===== src/rtl/uart_pkg.sv =====
// Shared constants for the UART operand link: FSM state encodings, data width, operand pointer.
// State codes are 3 bits so they stay identical whether or not UART_PARITY_EN adds the PARITY state.
package uart_pkg;

  localparam int DATA_BITS = 8;

  localparam logic OP_A = 1'b0;
  localparam logic OP_B = 1'b1;

  localparam logic [2:0] ST_IDLE   = 3'd0;
  localparam logic [2:0] ST_START  = 3'd1;
  localparam logic [2:0] ST_DATA   = 3'd2;
  localparam logic [2:0] ST_PARITY = 3'd3;
  localparam logic [2:0] ST_STOP   = 3'd4;

endpackage


===== src/rtl/uart_rx.sv =====
// UART receiver: din synchronizer, frame decoder and a one-cycle strobe per accepted byte.
// With UART_PARITY_EN defined the frame is 8E1 and a parity mismatch discards the byte.
module uart_rx
  import uart_pkg::*;
#(
  parameter int CLKS_PER_BIT = 10416,
  parameter int SYNC_STAGES  = 2
) (
  input  logic                 clk,
  input  logic                 reset_n,
  input  logic                 din,
  output logic [DATA_BITS-1:0] data,
  output logic                 valid
);

  localparam int CW = $clog2(CLKS_PER_BIT);
  localparam logic [CW-1:0] LAST     = CW'(CLKS_PER_BIT - 1);
  localparam logic [CW-1:0] HALF     = CW'(CLKS_PER_BIT / 2 - 1);
  localparam logic [2:0]    LAST_BIT = 3'(DATA_BITS - 1);

  logic [SYNC_STAGES-1:0] sync_reg;
  logic                   rx_bit;
  logic [2:0]             state_reg;
  logic [CW-1:0]          cnt_reg;
  logic [2:0]             bit_reg;
  logic [DATA_BITS-1:0]   shift_reg;
  logic                   valid_reg;
  logic                   stop_ok;

  // Synchronizer resets to idle-high so reset never looks like a start bit.
  always_ff @(posedge clk or negedge reset_n) begin
    if (!reset_n) begin
      sync_reg <= '1;
    end else begin
      sync_reg[0] <= din;
      for (int i = 1; i < SYNC_STAGES; i++) begin
        sync_reg[i] <= sync_reg[i-1];
      end
    end
  end

  assign rx_bit = sync_reg[SYNC_STAGES-1];

`ifdef UART_PARITY_EN
  logic parity_ok_reg;
  assign stop_ok = rx_bit & parity_ok_reg;
`else
  assign stop_ok = rx_bit;
`endif

  always_ff @(posedge clk or negedge reset_n) begin
    if (!reset_n) begin
      state_reg     <= ST_IDLE;
      cnt_reg       <= '0;
      bit_reg       <= '0;
      shift_reg     <= '0;
      valid_reg     <= 1'b0;
`ifdef UART_PARITY_EN
      parity_ok_reg <= 1'b0;
`endif
    end else begin
      valid_reg <= 1'b0;
      case (state_reg)
        ST_IDLE: begin
          cnt_reg <= '0;
          if (!rx_bit) state_reg <= ST_START;
        end
        ST_START: begin
          if (cnt_reg == HALF) begin
            cnt_reg   <= '0;
            bit_reg   <= '0;
            state_reg <= rx_bit ? ST_IDLE : ST_DATA;
          end else begin
            cnt_reg <= cnt_reg + CW'(1);
          end
        end
        ST_DATA: begin
          if (cnt_reg == LAST) begin
            cnt_reg   <= '0;
            shift_reg <= {rx_bit, shift_reg[DATA_BITS-1:1]};
            bit_reg   <= bit_reg + 3'd1;
            if (bit_reg == LAST_BIT) begin
`ifdef UART_PARITY_EN
              state_reg <= ST_PARITY;
`else
              state_reg <= ST_STOP;
`endif
            end
          end else begin
            cnt_reg <= cnt_reg + CW'(1);
          end
        end
`ifdef UART_PARITY_EN
        ST_PARITY: begin
          if (cnt_reg == LAST) begin
            cnt_reg       <= '0;
            parity_ok_reg <= (rx_bit == ^shift_reg);
            state_reg     <= ST_STOP;
          end else begin
            cnt_reg <= cnt_reg + CW'(1);
          end
        end
`endif
        ST_STOP: begin
          if (cnt_reg == LAST) begin
            cnt_reg   <= '0;
            valid_reg <= stop_ok;
            state_reg <= ST_IDLE;
          end else begin
            cnt_reg <= cnt_reg + CW'(1);
          end
        end
        default: state_reg <= ST_IDLE;
      endcase
    end
  end

  assign data  = shift_reg;
  assign valid = valid_reg;

endmodule


===== src/rtl/uart_operand_link.sv =====
// UART endpoint: collects host bytes as operand pair a/b with a ready flag, and sends result on a tx_en rise.
// Define UART_PARITY_EN for 8E1 framing on both directions (default 8N1).
module uart_operand_link
  import uart_pkg::*;
#(
  parameter int CLKS_PER_BIT = 10416,
  parameter int SYNC_STAGES  = 2
) (
  input  logic                 clk,
  input  logic                 reset_n,
  input  logic                 din,
  output logic                 dout,
  input  logic [DATA_BITS-1:0] result,
  input  logic                 tx_en,
  output logic [DATA_BITS-1:0] a,
  output logic [DATA_BITS-1:0] b,
  output logic                 ready
);

  localparam int CW = $clog2(CLKS_PER_BIT);
  localparam logic [CW-1:0] LAST     = CW'(CLKS_PER_BIT - 1);
  localparam logic [2:0]    LAST_BIT = 3'(DATA_BITS - 1);

  logic [DATA_BITS-1:0] rx_data;
  logic                 rx_valid;

  uart_rx #(
    .CLKS_PER_BIT(CLKS_PER_BIT),
    .SYNC_STAGES (SYNC_STAGES)
  ) u_rx (
    .clk    (clk),
    .reset_n(reset_n),
    .din    (din),
    .data   (rx_data),
    .valid  (rx_valid)
  );

  logic [2:0]           tx_state_reg;
  logic [CW-1:0]        tx_cnt_reg;
  logic [2:0]           tx_bit_reg;
  logic [DATA_BITS-1:0] tx_shift_reg;
  logic                 dout_reg;
  logic                 tx_en_prev_reg;
  logic                 tx_start;
  logic                 tx_baud_done;

  logic [DATA_BITS-1:0] a_reg;
  logic [DATA_BITS-1:0] b_reg;
  logic                 ptr_reg;
  logic                 ready_reg;

  // Only a rise seen while idle starts a frame; rises during a frame are dropped.
  assign tx_start     = tx_en & ~tx_en_prev_reg & (tx_state_reg == ST_IDLE);
  assign tx_baud_done = (tx_cnt_reg == LAST);

`ifdef UART_PARITY_EN
  logic tx_parity_reg;
`endif

  always_ff @(posedge clk or negedge reset_n) begin
    if (!reset_n) begin
      tx_state_reg   <= ST_IDLE;
      tx_cnt_reg     <= '0;
      tx_bit_reg     <= '0;
      tx_shift_reg   <= '0;
      dout_reg       <= 1'b1;
      tx_en_prev_reg <= 1'b0;
`ifdef UART_PARITY_EN
      tx_parity_reg  <= 1'b0;
`endif
    end else begin
      tx_en_prev_reg <= tx_en;
      case (tx_state_reg)
        ST_IDLE: begin
          tx_cnt_reg <= '0;
          dout_reg   <= 1'b1;
          if (tx_start) begin
            tx_shift_reg  <= result;
`ifdef UART_PARITY_EN
            tx_parity_reg <= ^result;
`endif
            dout_reg      <= 1'b0;
            tx_state_reg  <= ST_START;
          end
        end
        ST_START: begin
          if (tx_baud_done) begin
            tx_cnt_reg   <= '0;
            tx_bit_reg   <= '0;
            dout_reg     <= tx_shift_reg[0];
            tx_state_reg <= ST_DATA;
          end else begin
            tx_cnt_reg <= tx_cnt_reg + CW'(1);
          end
        end
        ST_DATA: begin
          if (tx_baud_done) begin
            tx_cnt_reg   <= '0;
            tx_bit_reg   <= tx_bit_reg + 3'd1;
            tx_shift_reg <= {1'b0, tx_shift_reg[DATA_BITS-1:1]};
            if (tx_bit_reg == LAST_BIT) begin
`ifdef UART_PARITY_EN
              dout_reg     <= tx_parity_reg;
              tx_state_reg <= ST_PARITY;
`else
              dout_reg     <= 1'b1;
              tx_state_reg <= ST_STOP;
`endif
            end else begin
              dout_reg <= tx_shift_reg[1];
            end
          end else begin
            tx_cnt_reg <= tx_cnt_reg + CW'(1);
          end
        end
`ifdef UART_PARITY_EN
        ST_PARITY: begin
          if (tx_baud_done) begin
            tx_cnt_reg   <= '0;
            dout_reg     <= 1'b1;
            tx_state_reg <= ST_STOP;
          end else begin
            tx_cnt_reg <= tx_cnt_reg + CW'(1);
          end
        end
`endif
        ST_STOP: begin
          if (tx_baud_done) begin
            tx_cnt_reg   <= '0;
            tx_state_reg <= ST_IDLE;
          end else begin
            tx_cnt_reg <= tx_cnt_reg + CW'(1);
          end
        end
        default: tx_state_reg <= ST_IDLE;
      endcase
    end
  end

  // A transmit start wins over a same-cycle b commit, so ready ends low.
  always_ff @(posedge clk or negedge reset_n) begin
    if (!reset_n) begin
      a_reg     <= '0;
      b_reg     <= '0;
      ptr_reg   <= OP_A;
      ready_reg <= 1'b0;
    end else begin
      if (rx_valid) begin
        if (ptr_reg == OP_A) begin
          a_reg     <= rx_data;
          ptr_reg   <= OP_B;
          ready_reg <= 1'b0;
        end else begin
          b_reg     <= rx_data;
          ptr_reg   <= OP_A;
          ready_reg <= 1'b1;
        end
      end
      if (tx_start) ready_reg <= 1'b0;
    end
  end

  assign dout  = dout_reg;
  assign a     = a_reg;
  assign b     = b_reg;
  assign ready = ready_reg;

endmodule


===== config.mk =====
export PLATFORM = sky130hd
export DESIGN_NAME = uart_operand_link
export DESIGN_NICKNAME = d
export VERILOG_FILES = /design/src/rtl/uart_pkg.sv /design/src/rtl/uart_rx.sv /design/src/rtl/uart_operand_link.sv
export SDC_FILE = /design/constraint.sdc
export NUM_CORES = 1
export LEC_CHECK = 0
export BUFFER_PORTS_ARGS = -buffer_cell sky130_fd_sc_hd__buf_2
export CAP_MARGIN = 20
export CELL_PAD_IN_SITES_DETAIL_PLACEMENT = 0
export CELL_PAD_IN_SITES_GLOBAL_PLACEMENT = 1
export CORE_ASPECT_RATIO = 1.2
export CORE_MARGIN = 3
export CORE_UTILIZATION = 48
export DETAILED_ROUTE_END_ITERATION = 6
export HOLD_SLACK_MARGIN = 0.06
export PLACE_DENSITY = 0.82
export SLEW_MARGIN = 5
export SYNTH_ARGS = -nofsm -noshare
export SYNTH_HDL_FRONTEND = slang
export SYNTH_SLANG_ARGS = --single-unit

===== constraint.sdc =====
create_clock -name clk -period 2.4 [get_ports clk]
set_clock_uncertainty 0.15 [all_clocks]
set_input_delay 0.12 -clock clk [delete_from_list [all_inputs] [get_ports clk]]
set_output_delay 0.12 -clock clk [all_outputs]
set_load 0.1 [all_outputs]

==> impl_metrics.yaml <==
run_status:
  status: "finished clean"
timing:
  period_minus_slack_ns: 2.15
  finalCritPeriodShare_pct: 89.7
  fin_setup_tns_ns: 0
  setup_viol: 0
  worst_pin_slew_ns: 0.601
  relSlewSlack_pct: 60.0
  drv_slew: 0
  fmax_mhz: 465
  final-hold-violation-count: 0
  rsz0062_at_grt: "no"
logic_synthesis:
  synth_enable_flop_cells: 0
  syn-cell-area_mm2: 0.00399
  yosys_warnings: 0
  synth-seq-cells: 79
  synthTopCellsByArea: "dfrtp_1 48%, mux2_2 6.8%, a31oi_1 3.1%"
  synth_ff_type: "dfrtp_1"
  async_reset_ff_share_pct: 100
  synth.top_cell.area_share_pct: 47.7
  yosysTopAreaCell: "dfrtp_1"
  synth_area_per_cell_um2: 10.9
  synth_nets: 385
  ys_types: 58
  syn_inst: 366
  yosysSeqAreaShare_pct: 49.7
clock_network:
  cts_tree: "done"
  ctsHoldBuffers: 11
  cts_resized: 0
  cts_buffer_depth: 2
  cts-root-buf: "clkbuf_8"
  post_cts_buffers: 0
  cts-htree-levels: 3
  clk_latency_ns: 0.35
  path_clk_slew_ns: 0.08
  numCtsBuffers: 9
  cts_sinks: 79
placed_design:
  dpl_cell_area_mm2: 0.00422
  port_buffers: 29
  gp_congestion: 0.858
  dp_hpwl_um: 5450
setup_path:
  r2r_start: "u_rx.cnt_reg[0]"
  crit_required_ns: 2.51
  cp-start-kind: "flop"
  arrival_ns: 2.26
  cp-startpoint: "u_rx.cnt_reg[0]"
  critPathKind: "reg2reg"
  path_max_fanout: 25
  critPathCaptureType: "flop"
floorplan:
  dieArea_mm2: 0.00944
  die_x_um: 89.2
  pin_count: 30
  start_util_pct: 50.6
  coreArea_mm2: 0.00788
  rows: 35
  die_h_um: 106
grt:
  gr-total-overflow: 0
  grt_max_degree: 48
  grt_pass1_vias: 3025
  antenna_found_initial: 0
  gr-usage-all-layers_pct: 18.8
  grt_pass1_wl_um: 14200
route:
  wl_per_cell_um: 15.9
  avgViaCountPerCell: 5.90
  totalWireLength_um: 8070
  drtIter0Drc: 94
  firstDrtPassIters: 6
  detail-route-antenna-nets: 0
  vias: 2992
  route.detailed.drc: 0
cells_and_area:
  finalNetCount: 429
  antenna_cells: 0
  seqCellArea_mm2: 0.00198
  final_layout_size_suffix_gt1_share_pct: 22.9
  fillCellCount: 683
  synthToLayoutAreaGrowth_pct: 14.1
  multi_input_area_mm2: 0.00188
  fin_area_mm2: 0.00455
worst_hold_path:
  hold_path_class: "in2async"
power:
  p_leak_nw: 2.21
  p_per_area_mw_per_mm2: 763
  peakVddDrop_uv: 297
run:
  drv_cap: 0
routing by layer:
layer / vias to the layer above / track usage [%] / part of all wire, % / routed length, um
met2: 48 / 29.9 / 49 / 3960
met1: 1494 / 25.1 / 47 / 3780
met3: 7 / 3.44 / 3.0 / 241
li1: 1443 / - / - / -
met4: 0 / 7.02 / 1.1 / 85
met5: - / 0 / 0 / 0
worst max-delay path, cell delays in order, from the launching register on:
cell and delay (ns):
dfrtp_1 0.43, ha_1 0.22, and4_1 0.19, and4_1 0.23, o2bb2ai_4 0.49, a41oi_1 0.18, a31oi_1 0.16
Yosys cell counts (5+ instances only):
cell type and number:
a22o_1 9, mux2_2 24, dfrtp_1 76, a21oi_1 22, nor3_1 6, a31oi_1 20, a21o_1 9, nor2_1 15
ha_1 7, buf_2 5, nand2b_1 7, nand2_1 28, inv_1 10, and3_1 8, nor2b_1 5, nand3_1 15
mux2i_1 11, o21ai_0 13, clkbuf_1 6
power breakdown:
part / leakage [nW] / internal [W] / total, W / switching (W)
clock: 0.106 / 0.000545 / 0.00105 / 0.000504
combinational: 1.06 / 0.000344 / 0.000874 / 0.000530
sequential: 1.05 / 0.00145 / 0.00155 / 0.0000977
placed cells by master, fill, tap and decap left out, types with 3 or more instances in the layout:
cell type,Yosys,routed
ha_1,7,7
or3_1,3,3
and3_1,8,8
nand4_1,3,3
o22ai_1,3,3
dlygate4sd3_1,0,11
dfrtp_1,76,76
o21ai_0,13,13
nor2b_1,5,5
nand3_1,15,15
buf_4,2,9
nand2_1,28,28
nor4_1,4,4
nor2_1,15,15
nor4b_1,3,3
clkbuf_8,0,11
a21o_1,9,9
nor3_1,6,6
mux2i_1,11,11
mux2_2,24,24
a22o_1,9,9
nand2b_1,7,7
buf_2,5,28
a21oi_1,22,22
inv_1,10,10
and4_1,4,4
a31oi_1,20,20
nor3b_1,4,4
dfstp_2,3,3
o21ai_1,4,4
area by class of cell:
cell class                 instances  share of cell area (%)
clock buffer                      11                    3.33
clock inverter                     5                    1.40
inverter                          10                   0.825
multi-input combinational        262                    41.4
sequential                        79                    43.5
tap                               92                    2.53
timing repair buffer              48                    6.99
stage by stage:
step                      setup WS (ns)  cells  total power (W)  hold WS (ns)  utilization, %
after global routing             0.0362    507          0.00367         0.219            57.7
after CTS                         0.246    507          0.00350         0.182            57.7
final                             0.248    507          0.00347         0.176            57.7
after detailed placement          0.249    480          0.00243        0.0236            53.6
after floorplan                   0.499    366          0.00228        -0.326               -
after global placement            0.313    480          0.00241        0.0141            53.6
cells by family (layout without fill, tap and decap cells):
family / after synthesis / count (layout) / share of synthesized area, %
and+or+nand+nor: 122 / 122 / 18.5
AOI/OAI and AO/OA: 91 / 91 / 15.1
DFF: 79 / 79 / 49.7
muxes: 37 / 37 / 10.4
buffers and inverters: 25 / 74 / 3.08
adders and majority gates: 8 / 8 / 2.45
xor gates and xnor gates: 4 / 4 / 0.879
path summary, 6_finish.rpt:
kind,end,slack [ns],cells past startpoint
min in group clk,u_rx.sync_reg[1],0.21,0
max reg2reg,u_rx.cnt_reg[13],0.25,6
max in group asynchronous,dout,1.21,3
min reg2reg,u_rx.sync_reg[1],0.21,0
max,u_rx.cnt_reg[13],0.25,6
min,tx_cnt_reg[5],0.18,2
No activity file was read; power rests on OpenSTA's default activity.
